==> src/rtl/fetch_pkg.sv <==
// Shared types and constants for the WISC instruction-fetch stage.
package fetch_pkg;

  localparam int unsigned INSTR_W = 16;
  localparam int unsigned PC_W    = 16;
  localparam int unsigned OPC_W   = 5;

  localparam logic [OPC_W-1:0] HALT_OPCODE = 5'b00000;
  localparam logic [PC_W-1:0]  PC_INC      = 16'd2;

  typedef enum logic {
    RUN  = 1'b0,
    HALT = 1'b1
  } fetch_state_e;

  typedef struct packed {
    logic [PC_W-1:0]    pc;
    logic [INSTR_W-1:0] instr;
  } fetch_entry_t;

  function automatic logic is_halt(input logic [INSTR_W-1:0] word);
    return word[INSTR_W-1 -: OPC_W] == HALT_OPCODE;
  endfunction

endpackage

==> src/rtl/fetch_buf.sv <==
// Small FIFO holding fetched {pc, instr} entries between memory and decode.
module fetch_buf
  import fetch_pkg::*;
#(
  parameter int unsigned DEPTH = 2,
  parameter int unsigned WIDTH = PC_W + INSTR_W,
  parameter int unsigned CNT_W = $clog2(DEPTH) + 1
) (
  input  logic             clk,
  input  logic             rst_n,
  input  logic             push,
  input  logic [WIDTH-1:0] push_data,
  input  logic             pop,
  input  logic             flush,
  output logic [CNT_W-1:0] count,
  output logic             full,
  output logic             empty,
  output logic [WIDTH-1:0] head
);

  localparam int unsigned AW = $clog2(DEPTH);

  logic [WIDTH-1:0] mem [DEPTH];
  logic [AW-1:0]    wr_ptr;
  logic [AW-1:0]    rd_ptr;

  // Pointers and occupancy; flush wins over any same-cycle push/pop.
  always_ff @(posedge clk or negedge rst_n) begin
    if (!rst_n) begin
      wr_ptr <= '0;
      rd_ptr <= '0;
      count  <= '0;
    end else if (flush) begin
      wr_ptr <= '0;
      rd_ptr <= '0;
      count  <= '0;
    end else begin
      if (push) wr_ptr <= wr_ptr + AW'(1);
      if (pop)  rd_ptr <= rd_ptr + AW'(1);
      count <= count + CNT_W'(push) - CNT_W'(pop);
    end
  end

  always_ff @(posedge clk) begin
    if (push && !flush) mem[wr_ptr] <= push_data;
  end

  assign full  = (count == CNT_W'(DEPTH));
  assign empty = (count == '0);
  assign head  = mem[rd_ptr];

endmodule

==> src/rtl/fetch_unit.sv <==
// WISC fetch stage: PC owner, single-outstanding imem requester, decode buffer.
// Build option FETCH_ALIGN_CHECK_EN: odd redirect targets raise sticky err and halt.
module fetch_unit
  import fetch_pkg::*;
#(
  parameter logic [15:0] RESET_PC  = 16'h0000,
  parameter int unsigned BUF_DEPTH = 2
) (
  input  logic        clk,
  input  logic        rst_n,
  input  logic        redirect,
  input  logic [15:0] redirect_pc,
  output logic        imem_req,
  output logic [15:0] imem_addr,
  input  logic        imem_ready,
  input  logic        imem_valid,
  input  logic [15:0] imem_rdata,
  output logic        instr_valid,
  output logic [15:0] instr,
  output logic [15:0] instr_pc,
  output logic [15:0] pc_plus2,
  input  logic        stall,
  output logic        halted,
  output logic        err
);

  localparam int unsigned CNT_W   = $clog2(BUF_DEPTH) + 1;
  localparam int unsigned ENTRY_W = PC_W + INSTR_W;

  fetch_state_e     state_q, state_d;
  logic [PC_W-1:0]  pc_q, pc_d;
  logic [PC_W-1:0]  req_pc_q, req_pc_d;
  logic [PC_W-1:0]  redirect_tgt;
  logic             outstanding_q, outstanding_d;
  logic             drop_q, drop_d;
  logic             req_q, req_d;
  logic             fire, rsp, misalign;
  logic             buf_push, buf_pop, buf_flush, buf_full, buf_empty;
  logic [CNT_W-1:0] buf_count, count_next;
  logic [ENTRY_W-1:0] buf_head;
  fetch_entry_t     head_entry, push_entry;

`ifdef FETCH_ALIGN_CHECK_EN
  logic err_q;
  assign redirect_tgt = redirect_pc;
  assign misalign     = redirect & redirect_pc[0];
  assign err          = err_q;
`else
  assign redirect_tgt = redirect_pc & ~PC_W'(1);
  assign misalign     = 1'b0;
  assign err          = 1'b0;
`endif

  assign fire = req_q & imem_ready;
  assign rsp  = imem_valid & outstanding_q;

  // Next-state: issue, response, then redirect overriding everything else.
  always_comb begin
    state_d       = state_q;
    pc_d          = pc_q;
    req_pc_d      = req_pc_q;
    outstanding_d = outstanding_q;
    drop_d        = drop_q;
    buf_push      = 1'b0;
    buf_flush     = 1'b0;
    buf_pop       = ~buf_empty & ~stall;

    if (fire) begin
      outstanding_d = 1'b1;
      req_pc_d      = pc_q;
      pc_d          = pc_q + PC_INC;
    end

    if (rsp) begin
      outstanding_d = 1'b0;
      drop_d        = 1'b0;
      if (!drop_q && (!buf_full || buf_pop)) begin
        buf_push = 1'b1;
        if (is_halt(imem_rdata)) state_d = HALT;
      end
    end

    // A request still in flight after redirect belongs to the old path.
    if (redirect) begin
      buf_flush = 1'b1;
      buf_push  = 1'b0;
      pc_d      = redirect_tgt;
      state_d   = misalign ? HALT : RUN;
      drop_d    = fire | (outstanding_q & ~imem_valid);
    end

    count_next = buf_flush ? '0 : buf_count + CNT_W'(buf_push) - CNT_W'(buf_pop);
    req_d      = (state_d == RUN) & ~outstanding_d & (count_next < CNT_W'(BUF_DEPTH));
  end

  always_ff @(posedge clk or negedge rst_n) begin
    if (!rst_n) begin
      state_q       <= RUN;
      pc_q          <= RESET_PC;
      req_pc_q      <= RESET_PC;
      outstanding_q <= 1'b0;
      drop_q        <= 1'b0;
      req_q         <= 1'b0;
`ifdef FETCH_ALIGN_CHECK_EN
      err_q         <= 1'b0;
`endif
    end else begin
      state_q       <= state_d;
      pc_q          <= pc_d;
      req_pc_q      <= req_pc_d;
      outstanding_q <= outstanding_d;
      drop_q        <= drop_d;
      req_q         <= req_d;
`ifdef FETCH_ALIGN_CHECK_EN
      err_q         <= err_q | misalign;
`endif
    end
  end

  assign push_entry = '{pc: req_pc_q, instr: imem_rdata};

  fetch_buf #(
    .DEPTH (BUF_DEPTH),
    .WIDTH (ENTRY_W),
    .CNT_W (CNT_W)
  ) u_buf (
    .clk       (clk),
    .rst_n     (rst_n),
    .push      (buf_push),
    .push_data (push_entry),
    .pop       (buf_pop),
    .flush     (buf_flush),
    .count     (buf_count),
    .full      (buf_full),
    .empty     (buf_empty),
    .head      (buf_head)
  );

  assign head_entry  = buf_head;
  assign imem_req    = req_q;
  assign imem_addr   = pc_q;
  assign instr_valid = ~buf_empty;
  assign instr       = head_entry.instr;
  assign instr_pc    = head_entry.pc;
  assign pc_plus2    = head_entry.pc + PC_INC;
  assign halted      = (state_q == HALT);

endmodule

==> config.mk <==
export PLATFORM = sky130hd
export DESIGN_NAME = fetch_unit
export DESIGN_NICKNAME = d
export VERILOG_FILES = /design/src/rtl/fetch_pkg.sv /design/src/rtl/fetch_buf.sv /design/src/rtl/fetch_unit.sv
export SDC_FILE = /design/constraint.sdc
export NUM_CORES = 1
export LEC_CHECK = 0
export CORE_UTILIZATION = 39
export DETAILED_ROUTE_END_ITERATION = 10
export PLACE_DENSITY = 0.65
export SLEW_MARGIN = 0
export SYNTH_ARGS = -nofsm -noshare
export SYNTH_HDL_FRONTEND = slang
export SYNTH_SLANG_ARGS = --single-unit
==> constraint.sdc <==
create_clock -name clk -period 3.6 [get_ports clk]
set_clock_uncertainty 0.2 [all_clocks]
set_input_delay 0.72 -clock clk [delete_from_list [all_inputs] [get_ports clk]]
set_output_delay 0.72 -clock clk [all_outputs]
set_load 0.02 [all_outputs]
==> results by group <==
Status
  – Outcome: complete, no violations

Synth
  – Synth unique cells: 40
  – Yosys reg bits: 100
  – Leading post-synthesis cells by instance count: edfxtp_1, mux2_2, dfrtp_1
  – Main synth FF type: edfxtp_1
  – Post-synth EDFFs: 62
  – Leading area contributor after synthesis: edfxtp_1
  – Mapped Cells: 318
  – Count leader, synth: edfxtp_1
  – Synth warn: 0
  – Post-synthesis async set-or-reset flop share: 38.0%
  – Avg Cell Area, Syn: 14.0 um2
  – Post-Syn Area: 4470 um2
  – Register area share after synthesis: 63.0%
  – Post-synth top area share: 41.7%
  – Synth top area cells: edfxtp_1, dfrtp_1, mux2_2

Setup path
  – R2R Setup Slk: 1.29 ns
  – CP Launch Type: register
  – Worst R2R End: imem_req
  – Crit Path Max Fanout: 31
  – WP data required: 2.68 ns
  – RR Startpoint: u_buf.count[1]
  – Worst setup path category: register to output pin
  – Worst Reg-to-Reg Cells: 9
  – Crit path DAT: 2.48 ns
  – Worst setup EP type: output pin

Timing
  – Slack of the critical path: 0.196 ns
  – Final Critical Period: 3.40 ns
  – Period utilisation layout: 94.5%
  – Least-Margin Pin Slew: 0.858 ns
  – RSZ-0062 raised after global routing: no
  – Final setup violation count: 0
  – Final hold viol count: 0
  – Max_slew headroom: 42.8%
  – Final hold slack: 0.271 ns
  – Final Max Tran Viols: 0
  – FMAX: 294 MHz
  – TNS Setup: 0 ns

Floorplan
  – Number of cell rows: 38
  – Initial Util: 40.7%
  – IO Pins: 106
  – Die W: 109 um
  – Die height: 109 um
  – Die ar.: 11900 um2
  – Core area: 11000 um2

Routing
  – # DRC: 0
  – Drt pass-1 iters: 4
  – Iter 0 DRT Violations: 90
  – Final wirelength: 8800 um
  – Via count: 2832
  – Post-route ant nets: 0
  – Vias per cell: 4.97
  – DR WL/cell: 15.4 um

Worst hold path
  – Hold Path Depth: 0
  – Min-Delay Endpoint: u_buf.mem[0][28]
  – Worst Hold Class: register to register
  – Start point of the worst hold path: req_pc_q[12]

Clock network
  – Clk sinks: 100
  – Clock Tree Root: clkbuf_16
  – CTS tree: built
  – H-tree lvl count: 3
  – Clock-pin slew on the worst setup and hold paths: 0.07 ns
  – Longest Clk Path Bufs: 2
  – Clock Latency Late Sink: 0.34 ns
  – TritonCTS Buffers: 9

GRT
  – Largest net degree at the start of global routing: 39
  – First-pass GRT wire length: 13600 um
  – Grt ovf: 0
  – GRT Overall Usage: 15.2%
  – Initial antenna violation count: 0
  – Number of global-route vias before repair: 2831

Run
  – Max_cap viols: 0

Finish
  – Area grow syn2layout: 33.8%
  – Nets: 467
  – Antenna cells: 0
  – Share of layout cells above drive strength 1: 19.8%

Placement
  – Placer Congestion: 0.781
  – Place WS: 0.292 ns
  – Port bufs: 100
  – DPL Wire Length: 6200 um

Pwr
  – Sequential share of power: 40.4%
  – Sw power: 1.26 mW
  – Lkg Pwr: 2.21 nW
  – PD cells: 668 nW/um2
  – P_int: 2.73 mW
  – Switching part of the total power: 31.6%
  – Combinational share of power: 34.9%
  – Clk network pwr share: 24.8%
  – VDD IR max: 0.000331 V
cells by family (layout without fill, tap and decap cells):
kind of cell / count (synthesis) / count (layout) / synth area share (%)
simple gates: 85 / 85 / 11.5
flops: 100 / 100 / 63.0
fa+ha+maj: 4 / 4 / 1.12
compound gates: 24 / 24 / 3.36
xor+xnor: 29 / 29 / 5.69
other cells: 1 / 4 / 0.0840
buf+inv: 26 / 135 / 3.11
mux: 49 / 49 / 12.2
per-layer routing:
metal	wire, um	track usage, %
met5	0	0
met3	481	2.21
met2	4310	25.5
met1	3860	19.6
met4	148	6.37
worst max path at each step:
stage                             from         endpoint  slack (ns)  cells after the start
final                     u_buf.rd_ptr     pc_plus2[14]        0.20                      6
after global routing      u_buf.rd_ptr     pc_plus2[14]        0.05                      6
after CTS                 u_buf.rd_ptr     pc_plus2[15]        0.01                      7
after detailed placement  u_buf.rd_ptr     pc_plus2[15]        0.29                      7
after global placement    u_buf.rd_ptr     pc_plus2[15]        0.35                      7
after floorplan             imem_valid  u_buf.mem[0][0]        0.18                      4
sequential cells by signal (all words and copies together), names as in the netlist:
| signal | cells |
|---|---|
| u_buf.mem | 62 |
| drop_q | 1 |
| imem_addr | 15 |
| u_buf.count | 2 |
| outstanding_q | 1 |
| u_buf.rd_ptr | 1 |
| u_buf.wr_ptr | 1 |
| halted | 1 |
| imem_req | 1 |
| req_pc_q | 15 |
power groups by stage:
stage	clock network [mW]	registers [mW]	logic, mW
final	0.988	1.61	1.39
after CTS	1.01	1.61	1.41
after global routing	1.05	1.64	1.49
after global placement	0	1.62	1.37
after detailed placement	0	1.63	1.40
after floorplan	0	1.61	0.842
cells in the final DEF (no fill, tap or decap), types with 11 or more instances in the layout:
cell type / n
clkdlybuf4s50_1: 95
edfxtp_1: 62
mux2_2: 43
dfrtp_1: 37
nand2_1: 24
xnor2_1: 18
xor2_1: 11
nand4_1: 11
nand3_1: 11
worst max-delay path: stages (launching register included):
cell and delay (ns):
dfrtp_2 0.44, buf_8 0.19, nand4b_1 0.23, a22oi_2 0.29
nand4_1 0.15, xnor2_1 0.19, clkdlybuf4s50_1 0.63
timing repair:
item,4_1_cts,5_1_grt
pin swaps,0,2
hold buffers,0,0
endpoints found under the setup margin,5,7
resized for setup,3,5
buffers inserted,0,2
per-stage QoR:
step,instances,utilization (%),power (mW),instance area [um2]
detailed placement,552,51.1,3.03,5620
CTS,568,54.1,4.03,5950
finish,570,54.4,3.99,5980
global placement,552,51.1,3.00,5620
floorplan,321,-,2.45,4480
global route,570,54.4,4.18,5980
layout make-up:
cell class / count / area [um2]
fill: 958 / 5010
sequential: 100 / 2810
multi-input combinational: 195 / 1540
timing repair buffer: 108 / 1090
clock buffer: 13 / 292
tap: 140 / 175
inverter: 11 / 41.3
clock inverter: 3 / 25.0
(Power assumes the default switching activity.)
